<file path="src/rtl/seq_adder_pkg.sv">
// seq_adder_pkg: FSM state type and slice-count helper shared by the sequential adder.
package seq_adder_pkg;

    typedef enum logic [1:0] {IDLE, RUN, DONE} state_t;

    function automatic int slices(input int n, input int w);
        return n / w;
    endfunction

endpackage

</file>
<file path="src/rtl/seq_adder_if.sv">
// seq_adder_if: operand/result handshake bundle; the adder sits on the slave side.
interface seq_adder_if #(parameter int N = 32);

    logic         s_valid;
    logic         s_ready;
    logic [N-1:0] A;
    logic [N-1:0] B;
    logic         ci;
    logic         sub;
    logic         m_valid;
    logic         m_ready;
    logic [N-1:0] S;
    logic         co;
    logic         ovf;

    modport master (
        output s_valid, A, B, ci, sub, m_ready,
        input  s_ready, m_valid, S, co, ovf
    );

    modport slave (
        input  s_valid, A, B, ci, sub, m_ready,
        output s_ready, m_valid, S, co, ovf
    );

endinterface

</file>
<file path="src/rtl/seq_adder_slice_adder.sv">
// slice_adder: W-bit combinational adder with carry in and carry out.
module slice_adder #(parameter int W = 8) (
    input  logic [W-1:0] a,
    input  logic [W-1:0] b,
    input  logic         ci,
    output logic [W-1:0] sum,
    output logic         co
);

    assign {co, sum} = {1'b0, a} + {1'b0, b} + {{W{1'b0}}, ci};

endmodule

</file>
<file path="src/rtl/seq_adder.sv">
// seq_adder: N-bit signed add/subtract computed W bits per cycle through one shared slice adder.
module seq_adder
    import seq_adder_pkg::*;
#(
    parameter int N = 32,
    parameter int W = 8
) (
    input  logic clk,
    input  logic rstn,
    seq_adder_if.slave bus
);

    localparam int NS = slices(N, W);
    localparam int KW = $clog2(NS);

    if (N % W != 0 || N / W < 2) begin : g_bad_params
        $error("seq_adder: N must be a multiple of W with N/W >= 2");
    end

    state_t        state, nxt;
    logic [N-1:0]  a, b, s;
    logic          c, sb, co, ovf;
    logic [KW-1:0] k;
    logic [W-1:0]  sum;
    logic          cout, last;

    slice_adder #(.W(W)) u_slice (
        .a   (a[W*int'(k) +: W]),
        .b   (b[W*int'(k) +: W]),
        .ci  (c),
        .sum (sum),
        .co  (cout)
    );

    assign last = k == KW'(NS - 1);

    always_ff @(posedge clk)
        state <= rstn ? nxt : IDLE;

    always_comb begin
        nxt = state;
        nxt = state == IDLE ? (bus.s_valid ? RUN : IDLE) :
              state == RUN  ? (last ? DONE : RUN) :
                              (bus.m_ready ? IDLE : DONE);
    end

    // Subtraction is folded into the operands at acceptance so RUN only ever adds.
    always_ff @(posedge clk) begin
        if (!rstn) begin
            k   <= '0;
            s   <= '0;
            co  <= 1'b0;
            ovf <= 1'b0;
        end else if (state == IDLE && bus.s_valid) begin
            a  <= bus.A;
            b  <= bus.sub ? ~bus.B : bus.B;
            c  <= bus.sub ? ~bus.ci : bus.ci;
            sb <= bus.sub;
            k  <= '0;
        end else if (state == RUN) begin
            s[W*int'(k) +: W] <= sum;
            c <= cout;
            k <= k + KW'(1);
            if (last) begin
                co  <= sb ? ~cout : cout;
                ovf <= (a[N-1] == b[N-1]) && (sum[W-1] != a[N-1]);
            end
        end
    end

    assign bus.s_ready = rstn && state == IDLE;
    assign bus.m_valid = state == DONE;
    assign bus.S       = s;
    assign bus.co      = co;
    assign bus.ovf     = ovf;

endmodule

</file>
<file path="src/flat_wrapper.sv">
// flat-port wrapper written by rule: the top's interface ports become plain ports
module seq_adder_flat import seq_adder_pkg::*;
#(
    parameter int N = 32,
    parameter int W = 8
)
  (clk, rstn, bus_s_valid, bus_A, bus_B, bus_ci, bus_sub, bus_m_ready, bus_s_ready, bus_m_valid, bus_S, bus_co, bus_ovf);
  seq_adder_if #(.N(N)) bus_i ();
  input  logic clk;
  input  logic rstn;
  input wire logic [$bits(bus_i.s_valid)-1:0] bus_s_valid;
  input wire logic [$bits(bus_i.A)-1:0] bus_A;
  input wire logic [$bits(bus_i.B)-1:0] bus_B;
  input wire logic [$bits(bus_i.ci)-1:0] bus_ci;
  input wire logic [$bits(bus_i.sub)-1:0] bus_sub;
  input wire logic [$bits(bus_i.m_ready)-1:0] bus_m_ready;
  output wire logic [$bits(bus_i.s_ready)-1:0] bus_s_ready;
  output wire logic [$bits(bus_i.m_valid)-1:0] bus_m_valid;
  output wire logic [$bits(bus_i.S)-1:0] bus_S;
  output wire logic [$bits(bus_i.co)-1:0] bus_co;
  output wire logic [$bits(bus_i.ovf)-1:0] bus_ovf;
  assign bus_i.s_valid = bus_s_valid;
  assign bus_i.A = bus_A;
  assign bus_i.B = bus_B;
  assign bus_i.ci = bus_ci;
  assign bus_i.sub = bus_sub;
  assign bus_i.m_ready = bus_m_ready;
  assign bus_s_ready = bus_i.s_ready;
  assign bus_m_valid = bus_i.m_valid;
  assign bus_S = bus_i.S;
  assign bus_co = bus_i.co;
  assign bus_ovf = bus_i.ovf;
  seq_adder #(.N(N), .W(W)) u_core (.clk(clk), .rstn(rstn), .bus(bus_i));
endmodule
</file>
<file path="config.mk">
export PLATFORM = sky130hd
export DESIGN_NAME = seq_adder_flat
export DESIGN_NICKNAME = d
export VERILOG_FILES = /design/src/rtl/seq_adder_pkg.sv /design/src/rtl/seq_adder_if.sv /design/src/rtl/seq_adder_slice_adder.sv /design/src/rtl/seq_adder.sv /design/src/flat_wrapper.sv
export SDC_FILE = /design/constraint.sdc
export NUM_CORES = 1
export LEC_CHECK = 0
export BUFFER_PORTS_ARGS = -buffer_cell sky130_fd_sc_hd__buf_4
export CAP_MARGIN = 20
export CORE_MARGIN = 2
export CORE_UTILIZATION = 49
export DETAILED_ROUTE_END_ITERATION = 16
export PLACE_DENSITY_LB_ADDON = 0.3
export SKIP_LAST_GASP = 1
export SLEW_MARGIN = 20
export SYNTH_ARGS = -nofsm -noshare
export SYNTH_HDL_FRONTEND = slang
export SYNTH_SLANG_ARGS = --single-unit
</file>
<file path="constraint.sdc">
create_clock -name clk -period 3.8 [get_ports clk]
set_clock_uncertainty 0.05 [all_clocks]
set_input_delay 0.38 -clock clk [delete_from_list [all_inputs] [get_ports clk]]
set_output_delay 0.38 -clock clk [all_outputs]
set_load 0.01 [all_outputs]
</file>
---- Yosys cells after proc, flatten, opt, wreduce, memory -nomap -nowiden ----
Index checks and enable logic that the tools add are counted.
operators by class
  add/subtract/negate cells ............... 4
  $mul .................................... 0
  divide/modulo/power cells ............... 0
  $lt $le $gt $ge ......................... 0
  equality and inequality tests ........... 5
  shifts and indexed selects .............. 4
  mux-type cells .......................... 11
  bitwise operators ....................... 5
  reduce and logical (&&, ||, !) cells .... 10
operator list
  kind                     count
  $shiftx 32x6->8          2
  $neg 5->33               1
  $shift 8x33->32 const A  1
  $shiftx 8x33->32         1
  $bwmux 32                1
  $mux 32                  1
  $not 32->32              1
  $add 8x8->9              1
  $add 9x1->9              1
  $mux 2                   4
  $reduce_and 2->1         3
  $mux 1                   5
  $eq 2x2->1 const B       2
  $not 1->1                4
  $logic_and 1x1->1        3
  $reduce_and 3->1         1
  $add 2x1->2 const B      1
  $eq 2x1->1 const B       1
  $logic_not 2->1          1
  $reduce_bool 2->1        1
  $reduce_or 2->1          1
  $eq 1x1->1               1
  $ne 1x1->1               1
storage, ports and cells
  bits in registers ....................... 104
  bits in latches ......................... 0
  memory bits (writable) .................. 0
  ROM bits ................................ 0
  input bits .............................. 70
  output and inout port bits .............. 36
  logic and storage cells ................. 48
  memories ................................ 0

---- Depth between registers and ports, before layout ----
Gate-level depths: netlist (run 1).
  depth in word-level cells ............... 5
  gate-level depth with buffers ........... 11
  depth with buffers taken out ............ 9

---- Cells and area by module ----
Synthesis (run 1) repeated with hierarchy kept, for this count alone.
unflattened totals
  cell total of the unflattened synthesis .. 333
  area, all modules ....................... 4588.2 sq um
by module, submodules not included
  module       times used  cells each  area each (sq um)  sequential area each (sq um)
  seq_adder    1           291         4256.6             2742.6
  slice_adder  1           42          331.6              0.0

---- Worst setup path after synthesis (run 1) ----
No wires, ideal clock.
  path type ............................... reg2reg
  start point ............................. reg u_core.state[1]
  end point ............................... reg u_core.a[0], enable pin
  arrival ................................. 3.258 ns
  slack ................................... 0.004 ns
  stages on the path, launching flop included .. 3
  path buffers ............................ 0
  clock period less this slack ............ 3.796 ns
  cells stage by stage .................... dfxtp_1 nand2b_1 nor2_1
between the ends
  cells in the longest elaborated chain, start to end .. 3
ends and longest elaborated chain
  element                            RTL line         text
  from (decl)                        seq_adder.sv:20  state_t state, nxt;
  from (signal assigned)             seq_adder.sv:38  state <= rstn ? nxt : IDLE;
  $logic_not 2->1                    seq_adder.sv:54  end else if (state == IDLE && bus.s_valid) begin
  $logic_and 1x1->1                  seq_adder.sv:54
  $reduce_and 2->1 (no source line)  n/a
  to (signal assigned)               seq_adder.sv:55  a <= bus.A;
  to (decl)                          seq_adder.sv:21  logic [N-1:0] a, b, s;
No other way between the ends.
A chain may end at the register's enable or synchronous reset.

---- Worst setup path after layout (run 1) ----
  start point ............................. reg u_core.k[0]
  end point ............................... reg u_core.ovf, in the netlist u_core.bus.ovf
between the ends
  cells in the longest elaborated chain, start to end .. 5
ends and longest elaborated chain
  element                                    RTL line                          text
  from (decl)                                seq_adder.sv:23                   logic [KW-1:0] k;
  from (signal assigned)                     seq_adder.sv:63                   k <= k + KW'(1);
  $shiftx 32x6->8, on equally long branches  seq_adder.sv:28, seq_adder.sv:29
  $add 8x8->9                                seq_adder_slice_adder.sv:10       assign {co, sum} = {1'b0, a} + {1'b0, b} + {{W{1'b0}}, ci};
  $add 9x1->9                                seq_adder_slice_adder.sv:10
  $ne 1x1->1                                 seq_adder.sv:66                   ovf <= (a[N-1] == b[N-1]) && (sum[W-1] != a[N-1]);
  $logic_and 1x1->1                          seq_adder.sv:66
  to (signal assigned)                       seq_adder.sv:66
  to (decl)                                  seq_adder.sv:22                   logic c, sb, co, ovf;
Several ways; a longest one is shown, not always the timed one.

==> flow_summary.ini, run 1 <==
[sta]
finalSetupViolCount = 0
post-route-period-util_pct = 84.5
final.setup.tns_ns = 0
final-hold-violation-count = 0
period_minus_slack_ns = 3.21
worst_pin_slew_ns = 0.581
rsz0062_at_grt = false
maxSlewViolCount = 0
clock.fmax_mhz = 312
slew_headroom_pct = 61.3

[place]
hpwl_um = 6790
dpl_cell_area_mm2 = 0.00557
dpl.cell_count = 549
numPortBuffers = 105
gp_congestion = 0.828

[route]
via_per_inst = 5.21
post_drt_wl_per_cell_um = 16.2
routed_wl_um = 9170
drcViolationCount = 0
dr.pass1.iters = 5
vias = 2941
drtIter0Drc = 106
detail-route-antenna-nets = 0

[layout]
diodes = 0
fin_nets = 516
drive_above_1_share_pct = 34.4
finalNonFillerCells = 565
nFillCells = 716
utilization_pct = 62.3
area_delta_synth_final_pct = 23.4
stdcell_area_mm2 = 0.00576

[clocking]
postCtsSetupBuffers = 0
tritoncts.num_buffers = 9
clk-insertion-delay-late_ns = 0.37
cts_max_level = 3
clockBufferDepth = 2
clk_pin_slew_ns = 0.10
clkSinkCount = 104
post_cts_resized = 0
root_buffer = clkbuf_8
cts_hold_buf = 0
cts_tree = yes

[setup_path]
cp_slowest_cell = dfxtp_2
r2r_cells = 8
slowest_delay_ns = 0.58
critPathRequiredTime_ns = 4.01
cp.depth = 8
path_buf_inv = 1
worstPathArrival_ns = 3.42
crit_type = reg2reg
critPathMaxFanout = 13
start_kind = register
end_kind = register
cp_top_family = compound AO/OA/AOI/OAI gates
crit_path_cell_trace = buf_4 -> mux4_2 -> ha_1 -> a211oi_1 -> o21bai_1 -> o21ai_1 -> nor4_1 -> o311a_1

[yosys]
post-synth-top-count-cell = edfxtp_1
synth_area_leaders = edfxtp_1, dfxtp_1, mux4_2
yosys.area.top_type_share_pct = 42.5
synth_flop_cell = edfxtp_1
syn_area_per_cell_um2 = 14.3
synth_top_area_cell = edfxtp_1
synth_edf_count = 66
synth_area_mm2 = 0.00467
syn_inst = 326
ys_warn_count = 0
ys_ff_latch = 104
syn-num-nets = 411
ys_seq_area_share_pct = 58.8
synthTopCellsByCount = edfxtp_1, dfxtp_1, xor2_1, nor2b_1, a22oi_1
synth_cell_types = 46
synthArstFlopShare_pct = 0

[floorplanning]
start_util_pct = 50.5
core_area_mm2 = 0.00924
die_x_um = 102
die-height_um = 102
rows = 35
dieArea_mm2 = 0.0103
pin_count = 106

[grt]
grt_pass1_vias = 2944
antenna_found_initial = 0
grt.total_usage_pct = 18.6
grt.overflow.total = 0
grt_pass1_wl_um = 14400
grt_max_degree = 50

[power_and_ir_drop]
p_leak_nw = 2.22
ir_worst_vdd_v = 0.000174
power.density_mw_per_mm2 = 398
p_total_mw = 2.29

[status]
status = complete, no violations

[hold_path]
worstHoldPathCells = 1
hp-class = in2reg

[run]
cap_violations = 0
cells by family (layout without fill, tap and decap cells):
kind of cell / count (synthesis) / in the layout / synth area share (%)
fa+ha+maj: 15 / 15 / 4.34
xor+xnor: 36 / 36 / 6.76
buf+inv: 21 / 131 / 2.20
flops: 104 / 104 / 58.8
compound gates: 60 / 60 / 9.60
mux: 16 / 16 / 7.72
simple gates: 74 / 74 / 10.6
registers in the layout (all words and copies together), names as in the netlist:
name / cells
u_core.b: 32
u_core.k: 2
u_core.c: 1
u_core.sb: 1
u_core.bus.ovf: 1
u_core.bus.co: 1
u_core.bus.S: 32
u_core.state: 2
u_core.a: 32
path summary, 6_finish.rpt:
path	startpoint	slack, ns	endpoint
worst min register to register	u_core.bus.S[25]	0.43	u_core.bus.S[25]
worst max register to register	u_core.k[0]	0.59	u_core.bus.ovf
worst min-delay path	bus_A[29]	0.13	u_core.a[29]
worst max-delay path	u_core.k[0]	0.59	u_core.bus.ovf
report_power, final:
group | internal [mW] | switching (mW) | total [mW] | leakage, nW
Combinational | 0.169 | 0.194 | 0.362 | 1.21
Sequential | 1.26 | 0.0224 | 1.28 | 0.920
Clock | 0.256 | 0.394 | 0.650 | 0.0957
Total | 1.68 | 0.610 | 2.29 | 2.22
through the flow:
stage / hold slack (ns) / worst slack (ns)
2_1_floorplan: 0.429 / 0.00390
3_3_place_gp: 0.415 / 0.741
3_5_place_dp: 0.419 / 0.595
4_1_cts: 0.105 / 0.575
5_1_grt: 0.0992 / 0.380
6_report: 0.125 / 0.590
cells in the final DEF, fill, tap and decap left out, drive strengths merged, types with 3 or more instances in the layout:
| master | n |
|---|---|
| a32oi | 8 |
| nor3b | 5 |
| inv | 12 |
| xor2 | 33 |
| a21o | 5 |
| nor2 | 6 |
| a22oi | 20 |
| buf | 108 |
| xnor2 | 3 |
| nor2b | 29 |
| o21a | 5 |
| o21ai | 7 |
| and2 | 4 |
| ha | 13 |
| nand2 | 12 |
| edfxtp | 66 |
| a21oi | 3 |
| mux4 | 16 |
| clkbuf | 10 |
| dfxtp | 38 |
| nor3 | 3 |
| nand2b | 6 |
| a21boi | 4 |
worst reg2reg max path, delay by kind of cell (launching register included):
kind | cells | cell delay, ns
mux | 1 | 0.56
compound gates | 4 | 1.17
flops | 1 | 0.58
simple gates | 1 | 0.08
fa+ha+maj | 1 | 0.33
buf+inv | 1 | 0.34
layout make-up:
| type | count | area [um^2] | share of cell area, % |
|---|---|---|---|
| clock buffers | 10 | 128 | 2.22 |
| clock inverters | 6 | 57.6 | 1.00 |
| inverters | 7 | 26.3 | 0.456 |
| multi-input cells | 201 | 1830 | 31.8 |
| flip-flops and latches | 104 | 2740 | 47.7 |
| well taps | 129 | 161 | 2.80 |
| repair buffers | 108 | 811 | 14.1 |
metal layers:
metal  vias up  global-route usage [%]  part of all wire [%]
met5         -                       0                     0
met4         0                    7.17                   1.8
met3        13                    4.14                   5.0
met2        98                    30.6                    49
met1      1406                    24.1                    44
li1       1424                       -                     -
No activity file was read; power rests on OpenSTA's default activity.
==> inputs of run 2 (changes only) <==
ABC_AREA = 1   (was unset)
CORE_UTILIZATION = 54   (was 49)
clock period = 3.1 ns   (was 3.8 ns; I/O delays follow)
==> flow_summary.ini, run 2 <==
[layout]
drive_above_1_share_pct = 24.5
multi_input_area_mm2 = 0.00178
fin_nets = 651
nFillCells = 660
regArea_mm2 = 0.00274
area_delta_synth_final_pct = 23.5
finalNonFillerCells = 679
diodes = 0
layout_commonest_cell = buf_4
mostFrequentLayoutCells = buf_4, nand2_1, edfxtp_1, nor2_1, dfxtp_1

[sta]
period_minus_slack_ns = 2.72
slew_headroom_pct = 59.8
post-route-period-util_pct = 87.8
clock.fmax_mhz = 367
maxSlewViolCount = 0
rsz0062_at_grt = false
final.setup.tns_ns = 0
worst_pin_slew_ns = 0.602
finalSetupViolCount = 0
final-hold-violation-count = 0

[setup_path]
critPathMaxFanout = 44
worstPathArrival_ns = 2.97
critPathRequiredTime_ns = 3.35
r2r_setup_slack_ns = 0.38
start_kind = register
r2r_cells = 12
cp_top_family = adder cells
cp_slowest_cell = fa_1
rr_endpoint = u_core.bus.S[12]
end_kind = register
slowest_delay_ns = 0.46
crit_path_cell_trace = buf_12 -> o21ai_0 -> o22ai_1 -> fa_1 -> inv_1 -> fa_1 -> inv_1 -> nand2_1 -> nand3_1 -> xor2_1 -> nand4_1 -> a21oi_1
path_buf_inv = 3
crit_type = reg2reg
reg2reg_from = u_core.k[0]

[yosys]
syn_inst = 462
yosys.area.top_type_share_pct = 42.1
synth-compound-area-share_pct = 10.6
synth_flop_cell = edfxtp_1
synth_area_leaders = edfxtp_1, dfxtp_1, nand2_1
syn_area_per_cell_um2 = 10.2
synth_xor_area_share_pct = 6.88
ys_warn_count = 0
synth.area.mux_share_pct = 0
post-synth-top-count-cell = nand2_1
ys_seq_area_share_pct = 58.3
synth-adder-area-share_pct = 4.31
synthArstFlopShare_pct = 0
synth_top_family_by_area = simple AND/OR/NAND/NOR gates
syn-num-nets = 547
synthTopCellsByCount = nand2_1, edfxtp_1, nor2_1, dfxtp_1, xor2_1
ys_ff_latch = 104
yosys.area_share.simple_pct = 15.8
synth_edf_count = 66
synth_cell_types = 33
synth_area_mm2 = 0.00471
synth_top_area_cell = edfxtp_1

[clocking]
clk-insertion-delay-late_ns = 0.37
cts_hold_buf = 0
root_buffer = clkbuf_8
clk_pin_slew_ns = 0.11
tritoncts.num_buffers = 9
cts_tree = yes
clkSinkCount = 104
cts_max_level = 3
post_cts_resized = 0
postCtsSetupBuffers = 0
clockBufferDepth = 2

[status]
status = complete, no violations

[power_and_ir_drop]
p_leak_nw = 2.37
power.density_mw_per_mm2 = 516
ir_worst_vdd_v = 0.000276

[floorplanning]
core_area_mm2 = 0.00859
rows = 34
pin_count = 106
die_x_um = 97.4
dieArea_mm2 = 0.00948
start_util_pct = 54.8
die-height_um = 97.4

[hold_path]
min_from = bus_A[2]
hp-class = in2reg
worstHoldPathCells = 1
holdPathEnd = u_core.a[2]

[route]
dr.pass1.iters = 5
routed_wl_um = 10100
drtIter0Drc = 267
vias = 3614
via_per_inst = 5.32
post_drt_wl_per_cell_um = 14.9
drcViolationCount = 0
detail-route-antenna-nets = 0

[grt]
grt_pass1_vias = 3516
grt.total_usage_pct = 22.0
grt_max_degree = 47
antenna_found_initial = 0
grt_pass1_wl_um = 16600
grt.overflow.total = 0

[place]
numPortBuffers = 105
dpl.cell_count = 663
hpwl_um = 7490
gp_congestion = 0.847

[run]
cap_violations = 0
==> run 2: cell types whose count changed in the layout (fill, tap and decap cells not counted), sizes merged, moves of 14 or more <==
cell and change:
o21ai +22, nor2 +40, a21oi +31, mux4 -16, nand3 +16, nand2 +77, nor2b -29, a22oi -17
inv +21, o22ai +14
==> run 2: kinds of logic after synthesis <==
family	count (synthesis)
adder cells (fa/ha/maj)	15
AO/OA/AOI/OAI	89
flip-flops	104
AND/OR/NAND/NOR	167
XOR/XNOR	37
buffers and inverters	50
==> run 2: power breakdown <==
part           internal (mW)  leakage (nW)  switching, mW
clock                  0.299        0.0846          0.476
sequential              1.56         0.918         0.0322
combinational          0.244          1.36          0.392
==> run 2: worst max path at each step <==
stage,from,end,depth (start not counted)
CTS,u_core.k[0],u_core.bus.S[12],12
global route,u_core.k[0],u_core.bus.S[28],12
finish,u_core.k[0],u_core.bus.S[12],12
detailed placement,u_core.k[0],u_core.bus.S[28],12
floorplan,rstn,u_core.a[0],4
global placement,u_core.k[0],u_core.bus.S[10],11
==> run 2: final cells by class <==
class	instances	share of cell area, %
clock buffer	9	2.13
clock inverter	7	0.882
inverter	30	1.94
multi-input combinational	308	30.6
sequential	104	47.2
tap	108	2.32
timing repair buffer	113	15.0
==> run 2: stage by stage <==
stage               power, mW  hold slack [ns]  area (um^2)  utilization, %  worst slack [ns]
floorplan                2.01            0.359         4710               -             0.168
global placement         2.24            0.403         5640            65.6             0.522
detailed placement       2.26            0.407         5640            65.6             0.407
CTS                      3.01           0.0443         5820            67.7             0.376
global route             3.14           0.0349         5820            67.7             0.160
finish                   3.00           0.0528         5820            67.7             0.377
==> run 2: layer usage <==
layer  up-vias  wire [um]  share of wire (%)  track usage (%)
li1       1797          -                  -                -
met4         0        150                1.5             7.16
met5         -          0                  0                0
met3        11        645                6.4             4.96
met1      1675       4170                 41             27.8
met2       131       5150                 51             37.7
